<file path="config.mk">
export PLATFORM = sky130hd
export DESIGN_NAME = sdram_init_refresh
export DESIGN_NICKNAME = d
export VERILOG_FILES = /design/src/rtl/sdram_init_refresh.sv
export SDC_FILE = /design/constraint.sdc
export NUM_CORES = 1
export LEC_CHECK = 0
export BUFFER_PORTS_ARGS = -buffer_cell sky130_fd_sc_hd__buf_2
export CAP_MARGIN = 20
export CORE_MARGIN = 2
export CORE_UTILIZATION = 55
export CTS_BUF_LIST = sky130_fd_sc_hd__clkbuf_4 sky130_fd_sc_hd__clkbuf_8 sky130_fd_sc_hd__clkbuf_16
export CTS_CLUSTER_DIAMETER = 200
export DETAILED_ROUTE_END_ITERATION = 8
export PLACE_DENSITY = 0.72
export SETUP_SLACK_MARGIN = 0.1
export SYNTH_ARGS = -nofsm -noshare
export SYNTH_HDL_FRONTEND = slang
export SYNTH_SLANG_ARGS = --single-unit
</file>
<file path="constraint.sdc">
create_clock -name sdram_clk -period 3.7 [get_ports sdram_clk]
set_input_delay 0.74 -clock sdram_clk [delete_from_list [all_inputs] [get_ports sdram_clk]]
set_output_delay 0.74 -clock sdram_clk [all_outputs]
set_load 0.05 [all_outputs]
</file>
<file path="src/rtl/sdram_init_refresh.sv">
// sdram_init_refresh
// Power-up initialisation and periodic auto-refresh sequencer for the SDRAM
// controller (sdram_clk domain). After reset it holds CKE low for the powerup
// wait, then runs PRECHARGE ALL, two AUTO REFRESH and LOAD MODE REGISTER.
// Afterwards a free-running interval timer accumulates pending refreshes,
// which are issued as PRECHARGE ALL + AUTO REFRESH once the access state
// machine grants the bus. All outputs come straight from registers.
module sdram_init_refresh #(
    parameter int CLK_FREQ_MHZ  = 100,
    parameter int POWERUP_DELAY = 200,
    parameter int REFRESH_MS    = 64,
    parameter int REFRESH_ROWS  = 8192,
    parameter int BURST_LENGTH  = 8,
    parameter int tCAC          = 2,
    parameter int tRP           = 2,
    parameter int tRC           = 7,
    parameter int tMRD          = 2
) (
    input  logic        sdram_clk,
    input  logic        sdram_rst,
    output logic        cke_o,
    output logic [3:0]  cmd_o,
    output logic [12:0] a_o,
    output logic [1:0]  ba_o,
    output logic        init_done_o,
    output logic        ref_req_o,
    input  logic        ref_gnt_i,
    output logic        busy_o
);

    // Derived timing
    localparam int PWRUP_CYCLES = POWERUP_DELAY * CLK_FREQ_MHZ;
    localparam int REF_INTERVAL = (REFRESH_MS * 1000 * CLK_FREQ_MHZ) / REFRESH_ROWS;
    localparam int PWR_W        = $clog2(PWRUP_CYCLES + 1);

    // Command encodings {cs_n, ras_n, cas_n, we_n}
    localparam logic [3:0] CMD_INHIBIT = 4'b1111;
    localparam logic [3:0] CMD_NOP     = 4'b0111;
    localparam logic [3:0] CMD_PRE     = 4'b0010;
    localparam logic [3:0] CMD_REF     = 4'b0001;
    localparam logic [3:0] CMD_LMR     = 4'b0000;

    // FSM states
    localparam logic [2:0] S_PWRUP     = 3'd0;
    localparam logic [2:0] S_INIT_PRE  = 3'd1;
    localparam logic [2:0] S_INIT_REF1 = 3'd2;
    localparam logic [2:0] S_INIT_REF2 = 3'd3;
    localparam logic [2:0] S_INIT_LMR  = 3'd4;
    localparam logic [2:0] S_IDLE      = 3'd5;
    localparam logic [2:0] S_RF_PRE    = 3'd6;
    localparam logic [2:0] S_RF_REF    = 3'd7;

    // Wait-counter reload values: a command at cycle N frees the bus at N+t,
    // so the counter holds t-1 NOP cycles.
    localparam logic [7:0] T_RP_M1  = 8'(tRP - 1);
    localparam logic [7:0] T_RC_M1  = 8'(tRC - 1);
    localparam logic [7:0] T_MRD_M1 = 8'(tMRD - 1);

    localparam logic [PWR_W-1:0] PWR_LAST = PWR_W'(PWRUP_CYCLES);
    localparam logic [15:0]      TMR_LAST = 16'(REF_INTERVAL - 1);

    // A10 high selects "all banks" for PRECHARGE
    localparam logic [12:0] ADDR_PRE_ALL = 13'h0400;

    // Mode register burst-length field; unsupported lengths fall back to 8
    function automatic logic [2:0] bl_code(input logic [31:0] bl);
        logic [2:0] code;
        case (bl)
            32'd0:   code = 3'd7;
            32'd1:   code = 3'd0;
            32'd2:   code = 3'd1;
            32'd4:   code = 3'd2;
            32'd8:   code = 3'd3;
            default: code = 3'd3;
        endcase
        return code;
    endfunction

    // Mode register word: reserved zeros, CAS latency, sequential burst, BL
    localparam logic [12:0] MODE_WORD = {6'd0, 3'(tCAC), 1'b0, bl_code(32'(BURST_LENGTH))};

    // Registers
    logic [2:0]       state_r;
    logic [PWR_W-1:0] pwr_cnt_r;
    logic [7:0]       wait_r;
    logic             pre_sent_r;
    logic [15:0]      timer_r;
    logic [2:0]       pending_r;
    logic             cke_r;
    logic [3:0]       cmd_r;
    logic [12:0]      a_r;
    logic             init_done_r;
    logic             ref_req_r;
    logic             busy_r;

    // Next-state values
    logic [2:0]       state_s;
    logic [PWR_W-1:0] pwr_cnt_s;
    logic [7:0]       wait_s;
    logic             pre_sent_s;
    logic [15:0]      timer_s;
    logic [2:0]       pending_s;
    logic             cke_s;
    logic [3:0]       cmd_s;
    logic [12:0]      a_s;
    logic             init_done_s;
    logic             ref_req_s;
    logic             busy_s;
    logic             tick_s;
    logic             ref_dec_s;

    // Sequencer: command, address and ownership for the next cycle
    always_comb begin
        state_s     = state_r;
        pwr_cnt_s   = pwr_cnt_r;
        wait_s      = wait_r;
        pre_sent_s  = pre_sent_r;
        cke_s       = cke_r;
        cmd_s       = CMD_NOP;
        a_s         = 13'h0000;
        init_done_s = init_done_r;
        busy_s      = busy_r;
        ref_dec_s   = 1'b0;
        case (state_r)
            S_PWRUP: begin
                if (pwr_cnt_r == PWR_LAST) begin
                    cke_s   = 1'b1;
                    cmd_s   = CMD_PRE;
                    a_s     = ADDR_PRE_ALL;
                    wait_s  = T_RP_M1;
                    state_s = S_INIT_PRE;
                end else begin
                    cke_s     = 1'b0;
                    cmd_s     = CMD_INHIBIT;
                    pwr_cnt_s = pwr_cnt_r + PWR_W'(1'b1);
                end
            end
            S_INIT_PRE: begin
                if (wait_r == 8'd0) begin
                    cmd_s   = CMD_REF;
                    wait_s  = T_RC_M1;
                    state_s = S_INIT_REF1;
                end else begin
                    wait_s = wait_r - 8'd1;
                end
            end
            S_INIT_REF1: begin
                if (wait_r == 8'd0) begin
                    cmd_s   = CMD_REF;
                    wait_s  = T_RC_M1;
                    state_s = S_INIT_REF2;
                end else begin
                    wait_s = wait_r - 8'd1;
                end
            end
            S_INIT_REF2: begin
                if (wait_r == 8'd0) begin
                    cmd_s   = CMD_LMR;
                    a_s     = MODE_WORD;
                    wait_s  = T_MRD_M1;
                    state_s = S_INIT_LMR;
                end else begin
                    wait_s = wait_r - 8'd1;
                end
            end
            S_INIT_LMR: begin
                if (wait_r == 8'd0) begin
                    init_done_s = 1'b1;
                    busy_s      = 1'b0;
                    state_s     = S_IDLE;
                end else begin
                    wait_s = wait_r - 8'd1;
                end
            end
            S_IDLE: begin
                // Grant only counts while a refresh is actually requested
                if (ref_gnt_i && ref_req_r) begin
                    pre_sent_s = 1'b0;
                    state_s    = S_RF_PRE;
                end else begin
                    pre_sent_s = pre_sent_r;
                end
            end
            S_RF_PRE: begin
                if (!pre_sent_r) begin
                    busy_s     = 1'b1;
                    cmd_s      = CMD_PRE;
                    a_s        = ADDR_PRE_ALL;
                    pre_sent_s = 1'b1;
                    wait_s     = T_RP_M1;
                end else if (wait_r == 8'd0) begin
                    cmd_s     = CMD_REF;
                    wait_s    = T_RC_M1;
                    ref_dec_s = 1'b1;
                    state_s   = S_RF_REF;
                end else begin
                    wait_s = wait_r - 8'd1;
                end
            end
            S_RF_REF: begin
                if (wait_r == 8'd0) begin
                    busy_s  = 1'b0;
                    state_s = S_IDLE;
                end else begin
                    wait_s = wait_r - 8'd1;
                end
            end
            default: begin
                state_s     = S_PWRUP;
                pwr_cnt_s   = {PWR_W{1'b0}};
                wait_s      = 8'd0;
                cke_s       = 1'b0;
                cmd_s       = CMD_INHIBIT;
                init_done_s = 1'b0;
                busy_s      = 1'b1;
            end
        endcase
    end

    // Refresh interval timer and saturating pending-refresh count
    always_comb begin
        timer_s   = 16'd0;
        tick_s    = 1'b0;
        pending_s = pending_r;
        if (!init_done_r) begin
            timer_s = 16'd0;
        end else if (timer_r == TMR_LAST) begin
            timer_s = 16'd0;
            tick_s  = 1'b1;
        end else begin
            timer_s = timer_r + 16'd1;
        end
        case ({tick_s, ref_dec_s})
            2'b10: begin
                // At 7 the extra refresh is dropped
                if (pending_r != 3'd7) begin
                    pending_s = pending_r + 3'd1;
                end else begin
                    pending_s = pending_r;
                end
            end
            2'b01: begin
                if (pending_r != 3'd0) begin
                    pending_s = pending_r - 3'd1;
                end else begin
                    pending_s = pending_r;
                end
            end
            2'b11:   pending_s = pending_r;
            2'b00:   pending_s = pending_r;
            default: pending_s = pending_r;
        endcase
        ref_req_s = (pending_r != 3'd0);
    end

    // State and output registers, asynchronous reset to powerup
    always_ff @(posedge sdram_clk or posedge sdram_rst) begin
        if (sdram_rst) begin
            state_r     <= S_PWRUP;
            pwr_cnt_r   <= {PWR_W{1'b0}};
            wait_r      <= 8'd0;
            pre_sent_r  <= 1'b0;
            timer_r     <= 16'd0;
            pending_r   <= 3'd0;
            cke_r       <= 1'b0;
            cmd_r       <= CMD_INHIBIT;
            a_r         <= 13'h0000;
            init_done_r <= 1'b0;
            ref_req_r   <= 1'b0;
            busy_r      <= 1'b1;
        end else begin
            state_r     <= state_s;
            pwr_cnt_r   <= pwr_cnt_s;
            wait_r      <= wait_s;
            pre_sent_r  <= pre_sent_s;
            timer_r     <= timer_s;
            pending_r   <= pending_s;
            cke_r       <= cke_s;
            cmd_r       <= cmd_s;
            a_r         <= a_s;
            init_done_r <= init_done_s;
            ref_req_r   <= ref_req_s;
            busy_r      <= busy_s;
        end
    end

    assign cke_o       = cke_r;
    assign cmd_o       = cmd_r;
    assign a_o         = a_r;
    assign ba_o        = 2'b00;
    assign init_done_o = init_done_r;
    assign ref_req_o   = ref_req_r;
    assign busy_o      = busy_r;

endmodule

</file>
==> results of run 1 <==
-- power by group --
group	switching (µW)	total (µW)	leakage, µW	internal, µW
logic	37.0	41.3	0.000763	4.29
clock network	209	413	0.0000583	204
registers	0	612	0.000751	612
total	246	1070	0.00157	820
-- flip-flops by register name (all words and copies together), names as in the netlist --
name	count
a_o	2
busy_o	1
cke_o	1
cmd_o	4
init_done_o	1
pending_r	3
pre_sent_r	1
pwr_cnt_r	15
ref_req_o	1
state_r	3
timer_r	16
wait_r	8
-- logic make-up after synthesis --
| family | count (synthesis) | synth area share |
|---|---|---|
| and+or+nand+nor | 132 | 0.2312 |
| DFF | 56 | 0.4531 |
| buffers and inverters | 45 | 0.07289 |
| AOI/OAI and AO/OA | 41 | 0.1027 |
| xor gates and xnor gates | 32 | 0.09021 |
| adders and majority gates | 10 | 0.04511 |
| other | 1 | 0.001207 |
| muxes | 1 | 0.003624 |
-- final timing paths --
| kind | cells past startpoint | slack (ns) | endpoint | from |
|---|---|---|---|---|
| max in group asynchronous | 4 | 2.60 | cmd_o[0]$_DFF_PP1_ | sdram_rst |
| min in group sdram_clk | 1 | 0.48 | timer_r[0]$_DFF_PP0_ | timer_r[0]$_DFF_PP0_ |
| min reg2reg | 1 | 0.48 | timer_r[0]$_DFF_PP0_ | timer_r[0]$_DFF_PP0_ |
| max | 7 | 0.98 | wait_r[7]$_DFFE_PP0P_ | state_r[0]$_DFFE_PP0P_ |
| max reg2reg | 7 | 0.98 | wait_r[7]$_DFFE_PP0P_ | state_r[0]$_DFFE_PP0P_ |
| min | 2 | 0.38 | timer_r[8]$_DFF_PP0_ | sdram_rst |
-- synth_stat cells, types with 2 or more instances --
| cell | number | area [µm²] |
|---|---|---|
| a21oi_1 | 8 | 40.04 |
| a22o_1 | 2 | 17.52 |
| a31oi_1 | 2 | 12.51 |
| a32o_1 | 2 | 20.02 |
| and2_1 | 4 | 25.02 |
| and3_1 | 3 | 18.77 |
| and4_1 | 5 | 43.79 |
| buf_4 | 13 | 97.59 |
| clkbuf_1 | 7 | 26.28 |
| dfrtp_1 | 51 | 1276 |
| dfstp_2 | 5 | 131.4 |
| fa_1 | 2 | 40.04 |
| ha_1 | 8 | 100.1 |
| inv_1 | 22 | 82.58 |
| nand2_1 | 23 | 86.33 |
| nand2b_1 | 9 | 56.30 |
| nand3_1 | 13 | 65.06 |
| nand4_1 | 9 | 56.30 |
| nor2_1 | 30 | 112.6 |
| nor2b_1 | 5 | 31.28 |
| nor3_1 | 7 | 35.03 |
| nor4_1 | 3 | 18.77 |
| nor4b_1 | 2 | 17.52 |
| o211ai_2 | 2 | 25.02 |
| o21a_1 | 2 | 15.01 |
| o21ai_0 | 5 | 25.02 |
| o21bai_1 | 2 | 15.01 |
| o22ai_1 | 3 | 18.77 |
| or2_2 | 3 | 18.77 |
| or3_1 | 7 | 43.79 |
| or4_1 | 2 | 15.01 |
| xnor2_1 | 18 | 157.7 |
| xor2_1 | 14 | 122.6 |
-- layer usage --
| metal | up-vias | share of wire | track usage |
|---|---|---|---|
| met2 | 54 | 0.48 | 0.3169 |
| met5 | - | 0 | 0 |
| met3 | 8 | 0.042 | 0.03750 |
| met4 | 0 | 0.016 | 0.07241 |
| li1 | 1096 | - | - |
| met1 | 1103 | 0.47 | 0.2950 |
-- layout make-up --
cell class / instances / area (µm²) / area share
inverters: 23 / 86.33 / 0.02598
repair buffers: 18 / 112.6 / 0.03389
clock buffers: 5 / 68.82 / 0.02071
clock inverters: 3 / 47.55 / 0.01431
flip-flops and latches: 56 / 1408 / 0.4236
well taps: 72 / 90.09 / 0.02711
multi-input cells: 227 / 1510 / 0.4544
-- critical path, stage by stage, from the launching register on --
cell	delay (ns)
dfrtp_1	0.62
inv_1	0.20
fa_1	0.60
inv_1	0.06
o211a_1	0.24
o32ai_4	0.50
nand3b_2	0.28
o211ai_2	0.10
-- stage by stage --
| step | setup WS [ns] | util | hold slack (ns) |
|---|---|---|---|
| after detailed placement | 0.9859 | 0.5860 | 0.4662 |
| after global placement | 1.090 | 0.5823 | 0.4576 |
| after global routing | 0.7724 | 0.6072 | 0.3959 |
| after floorplan | 1.130 | - | 0.4375 |
| final | 0.9795 | 0.6072 | 0.3795 |
| after CTS | 0.9697 | 0.6072 | 0.3773 |
==> out/results.ini, run 1 <==
[die]
start_util=0.5677
core_um2=5473
io_pins=26
die_w_um=79.16
placementRows=27
die_y_um=79.16
die-area_um2=6266

[worst_setup_path]
worst-endpoint-required_ns=3.90
start_kind=register
critPathMaxFanout=14
path_class=register to register
worst_setup_path_end_kind=register
critPathArrivalTime_ns=2.92

[layout]
postLayoutCellArea_um2=3323
final_cell_mix=dfrtp_1 (51), nor2_1 (30), nand2_1 (23), inv_1 (21), xnor2_1 (18)
syn_to_final_growth_pct=6.967
final_common_cell=dfrtp_1
antenna_cells=0
nFillCells=474
final_cells=404
drive_gt1_frac=0.1265
fin_nets=344

[global_route]
grt_pass1_wl_um=10220
grt_antenna_before_repair=0
grt.total_usage=0.2064
grt_pass1_vias=2154
grt_max_degree=41
overflow=0

[synth]
netlist_instances=318
synth_edf_count=0
ys_types=58
yosysSeqAreaShare=0.4531
synth.cell_area_um2=3107
ys_ff_latch=56
async_flop_share=1.000
ys.flop_type=dfrtp_1
postSynthAreaPerCell_um2=9.770
synth_warnings=0

[power]
p_per_area_nw_per_um2=320.8
vdd_drop_max_mv=0.2180
p_total_uw=1066
power_leakage_uw=0.001572

[clock_tree]
worstSkewPairLatency_ns=0.31
ctsHoldBuffers=0
root_buffer=clkbuf_8
cts_tree=built
post_cts_buffers=0
cts.repair.resized=0
htreeDepth=2
clock-sinks=56
clkTransAtPathRegs_ns=0.11
numCtsBuffers=5
clock_path_buffers=2

[sta]
maxSlewHeadroom=0.4751
drv_slew=0
clock_skew_ns=0.009577
max_freq_ghz=0.3676
fin_setup_tns_ns=0
period_minus_slack_ns=2.721
hold_viol=0
finalCritPeriodShare=0.7353
rsz0062_at_grt=no
worst_pin_slew_ns=0.7814
finalSetupViolations=0

[detailed_routing]
drc=0
wl_um=5829
vias=2261
dr.pass1.iters=4
dr.first_iter.drc_count=176
drtAntennaViolNets=0
viasPerCell=5.597
wire_per_inst_um=14.43

[placed_design]
gp_congestion=0.8651
placed_cells=396
dpl-instance-area_um2=3207
dp_hpwl_um=4035
portBuffers=14

[worst_hold_path]
hold_class=input port to asynchronous set/reset pin

[status]
status=complete, no violations

[run]
max-cap-violations=0

Power figures use the tool's default switching activity.
==> run 2: changes to the inputs <==
- clock period: 3.7 -> 2.8 ns (I/O delays scaled with it)
==> out/results.ini, run 2 (synthesis results as in run 1) <==
[worst_setup_path]
r2r-start=wait_r[4]$_DFFE_PP0P_  ; was state_r[0]$_DFFE_PP0P_
worst_setup_path_end_kind=register  ; unchanged
crit_path_start=wait_r[4]$_DFFE_PP0P_  ; was state_r[0]$_DFFE_PP0P_
critPathArrivalTime_ns=2.72  ; was 2.92 ns
start_kind=register  ; unchanged
path_class=register to register  ; unchanged
crit_end=pending_r[2]$_DFFE_PP0P_  ; was wait_r[7]$_DFFE_PP0P_
critPathMaxFanout=8  ; was 14
r2r_cells=10  ; was 7
r2r_slack_ns=0.28  ; was 0.98 ns
worst-endpoint-required_ns=3.00  ; was 3.90 ns
r2r_end=pending_r[2]$_DFFE_PP0P_  ; was wait_r[7]$_DFFE_PP0P_

[sta]
clock_skew_ns=0.007113  ; was 0.009577 ns
worst_pin_slew_ns=0.6117  ; was 0.7814 ns
finalSetupViolations=0  ; unchanged
hold_viol=0  ; unchanged
drv_slew=0  ; unchanged
rsz0062_at_grt=no  ; unchanged
fin_setup_tns_ns=0  ; unchanged
period_minus_slack_ns=2.522  ; was 2.721 ns
maxSlewHeadroom=0.5922  ; was 0.4751
max_freq_ghz=0.3966  ; was 0.3676 GHz
finalCritPeriodShare=0.9006  ; was 0.7353

[layout]
top_regs=timer_r x16, pwr_cnt_r x15, wait_r x8  ; unchanged
syn_to_final_growth_pct=6.846  ; was 6.967%
drive_gt1_frac=0.1377  ; was 0.1265
antenna_cells=0  ; unchanged
largest_register_ffs=16  ; unchanged
top_register=timer_r  ; unchanged
final_cell_mix=dfrtp_1 (50), nor2_1 (30), nand2_1 (23), inv_1 (21), xnor2_1 (18)  ; was dfrtp_1 (51), nor2_1 (30), nand2_1 (23), inv_1 (21), xnor2_1 (18)
fin_nets=346  ; was 344
final_common_cell=dfrtp_1  ; unchanged

[detailed_routing]
wire_per_inst_um=13.35  ; was 14.43 µm
dr.pass1.iters=5  ; was 4
drtAntennaViolNets=0  ; unchanged
vias=2208  ; was 2261
wl_um=5422  ; was 5829 µm
viasPerCell=5.438  ; was 5.597
dr.first_iter.drc_count=142  ; was 176
drc=0  ; unchanged

[global_route]
grt_max_degree=32  ; was 41
grt_pass1_wl_um=9611  ; was 10220 µm
grt_antenna_before_repair=0  ; unchanged
grt.total_usage=0.1941  ; was 0.2064
overflow=0  ; unchanged
grt_pass1_vias=2104  ; was 2154

[die]
die-area_um2=6266  ; unchanged
placementRows=27  ; unchanged
core_um2=5473  ; unchanged
start_util=0.5677  ; unchanged
die_y_um=79.16  ; unchanged
die_w_um=79.16  ; unchanged
io_pins=26  ; unchanged

[power]
p_per_area_nw_per_um2=392.5  ; was 320.8 nW/µm²
p_total_uw=1303  ; was 1066 µW
power_leakage_uw=0.001573  ; was 0.001572 µW
vdd_drop_max_mv=0.2515  ; was 0.2180 mV

[clock_tree]
worstSkewPairLatency_ns=0.30  ; was 0.31 ns
clock-sinks=56  ; unchanged
cts_tree=built  ; unchanged
htreeDepth=2  ; unchanged
root_buffer=clkbuf_8  ; unchanged
clock_path_buffers=2  ; unchanged
post_cts_buffers=0  ; unchanged
ctsHoldBuffers=0  ; unchanged
cts.repair.resized=0  ; unchanged
clkTransAtPathRegs_ns=0.10  ; was 0.11 ns
numCtsBuffers=5  ; unchanged

[placed_design]
portBuffers=14  ; unchanged
gp_congestion=0.8104  ; was 0.8651
dp_hpwl_um=3995  ; was 4035 µm

[status]
status=complete, no violations  ; unchanged

[run]
max-cap-violations=0  ; unchanged

[worst_hold_path]
hold_class=input port to asynchronous set/reset pin  ; unchanged

-- run 2: worst min path at each step --
stage                                    startpoint                         to  slack, ns  cells past startpoint
final                                     sdram_rst   pwr_cnt_r[4]$_DFFE_PP0P_       0.29                      2
after CTS                                 sdram_rst      wait_r[1]$_DFFE_PP0P_       0.32                      2
after global placement    pwr_cnt_r[14]$_DFFE_PP0P_  pwr_cnt_r[14]$_DFFE_PP0P_       0.45                      1
after global routing                      sdram_rst  pwr_cnt_r[12]$_DFFE_PP0P_       0.33                      2
after floorplan           pwr_cnt_r[14]$_DFFE_PP0P_  pwr_cnt_r[14]$_DFFE_PP0P_       0.44                      1
after detailed placement  pwr_cnt_r[14]$_DFFE_PP0P_  pwr_cnt_r[14]$_DFFE_PP0P_       0.45                      1
-- run 2: final cells by class --
| class | count | area, µm² |
|---|---|---|
| tap | 72 | 90.09 |
| inverter | 23 | 86.33 |
| sequential | 56 | 1409 |
| timing repair buffer | 20 | 127.6 |
| clock inverter | 1 | 5.005 |
| multi-input combinational | 227 | 1518 |
| clock buffer | 7 | 83.83 |
| fill | 466 | 2153 |
-- run 2: metal layers --
layer | global-route usage | vias up | wire, µm
met5 | 0 | - | 0
met4 | 0.06207 | 0 | 81
met3 | 0.03750 | 8 | 190
met2 | 0.3110 | 41 | 2498
met1 | 0.2672 | 1054 | 2651
li1 | - | 1105 | -
-- run 2: worst max-delay path: stages (launching register included) --
cell	delay, ns
dfrtp_2	0.45
or4_4	0.59
nor3_4	0.19
nand4_1	0.14
inv_1	0.09
ha_1	0.17
inv_1	0.07
fa_1	0.37
xnor2_1	0.14
nand2_1	0.08
xnor2_1	0.13
-- run 2: metrics by stage --
step | std cells | setup WS, ns | instance area (µm²) | hold WS (ns) | util
after global routing | 406 | 0.1023 | 3319 | 0.3267 | 0.6065
after CTS | 406 | 0.2393 | 3311 | 0.3157 | 0.6049
final | 406 | 0.2784 | 3319 | 0.2898 | 0.6065
after global placement | 398 | 0.2930 | 3222 | 0.4549 | 0.5887
after detailed placement | 398 | 0.2577 | 3222 | 0.4546 | 0.5887
after floorplan | 328 | 0.2302 | 3144 | 0.4375 | -
-- run 2: where the power goes --
part | internal, µW | leakage [µW] | switching [µW]
combinational | 3.93 | 0.000775 | 47.7
sequential | 808 | 0.000749 | 0
clock | 196 | 0.0000491 | 247
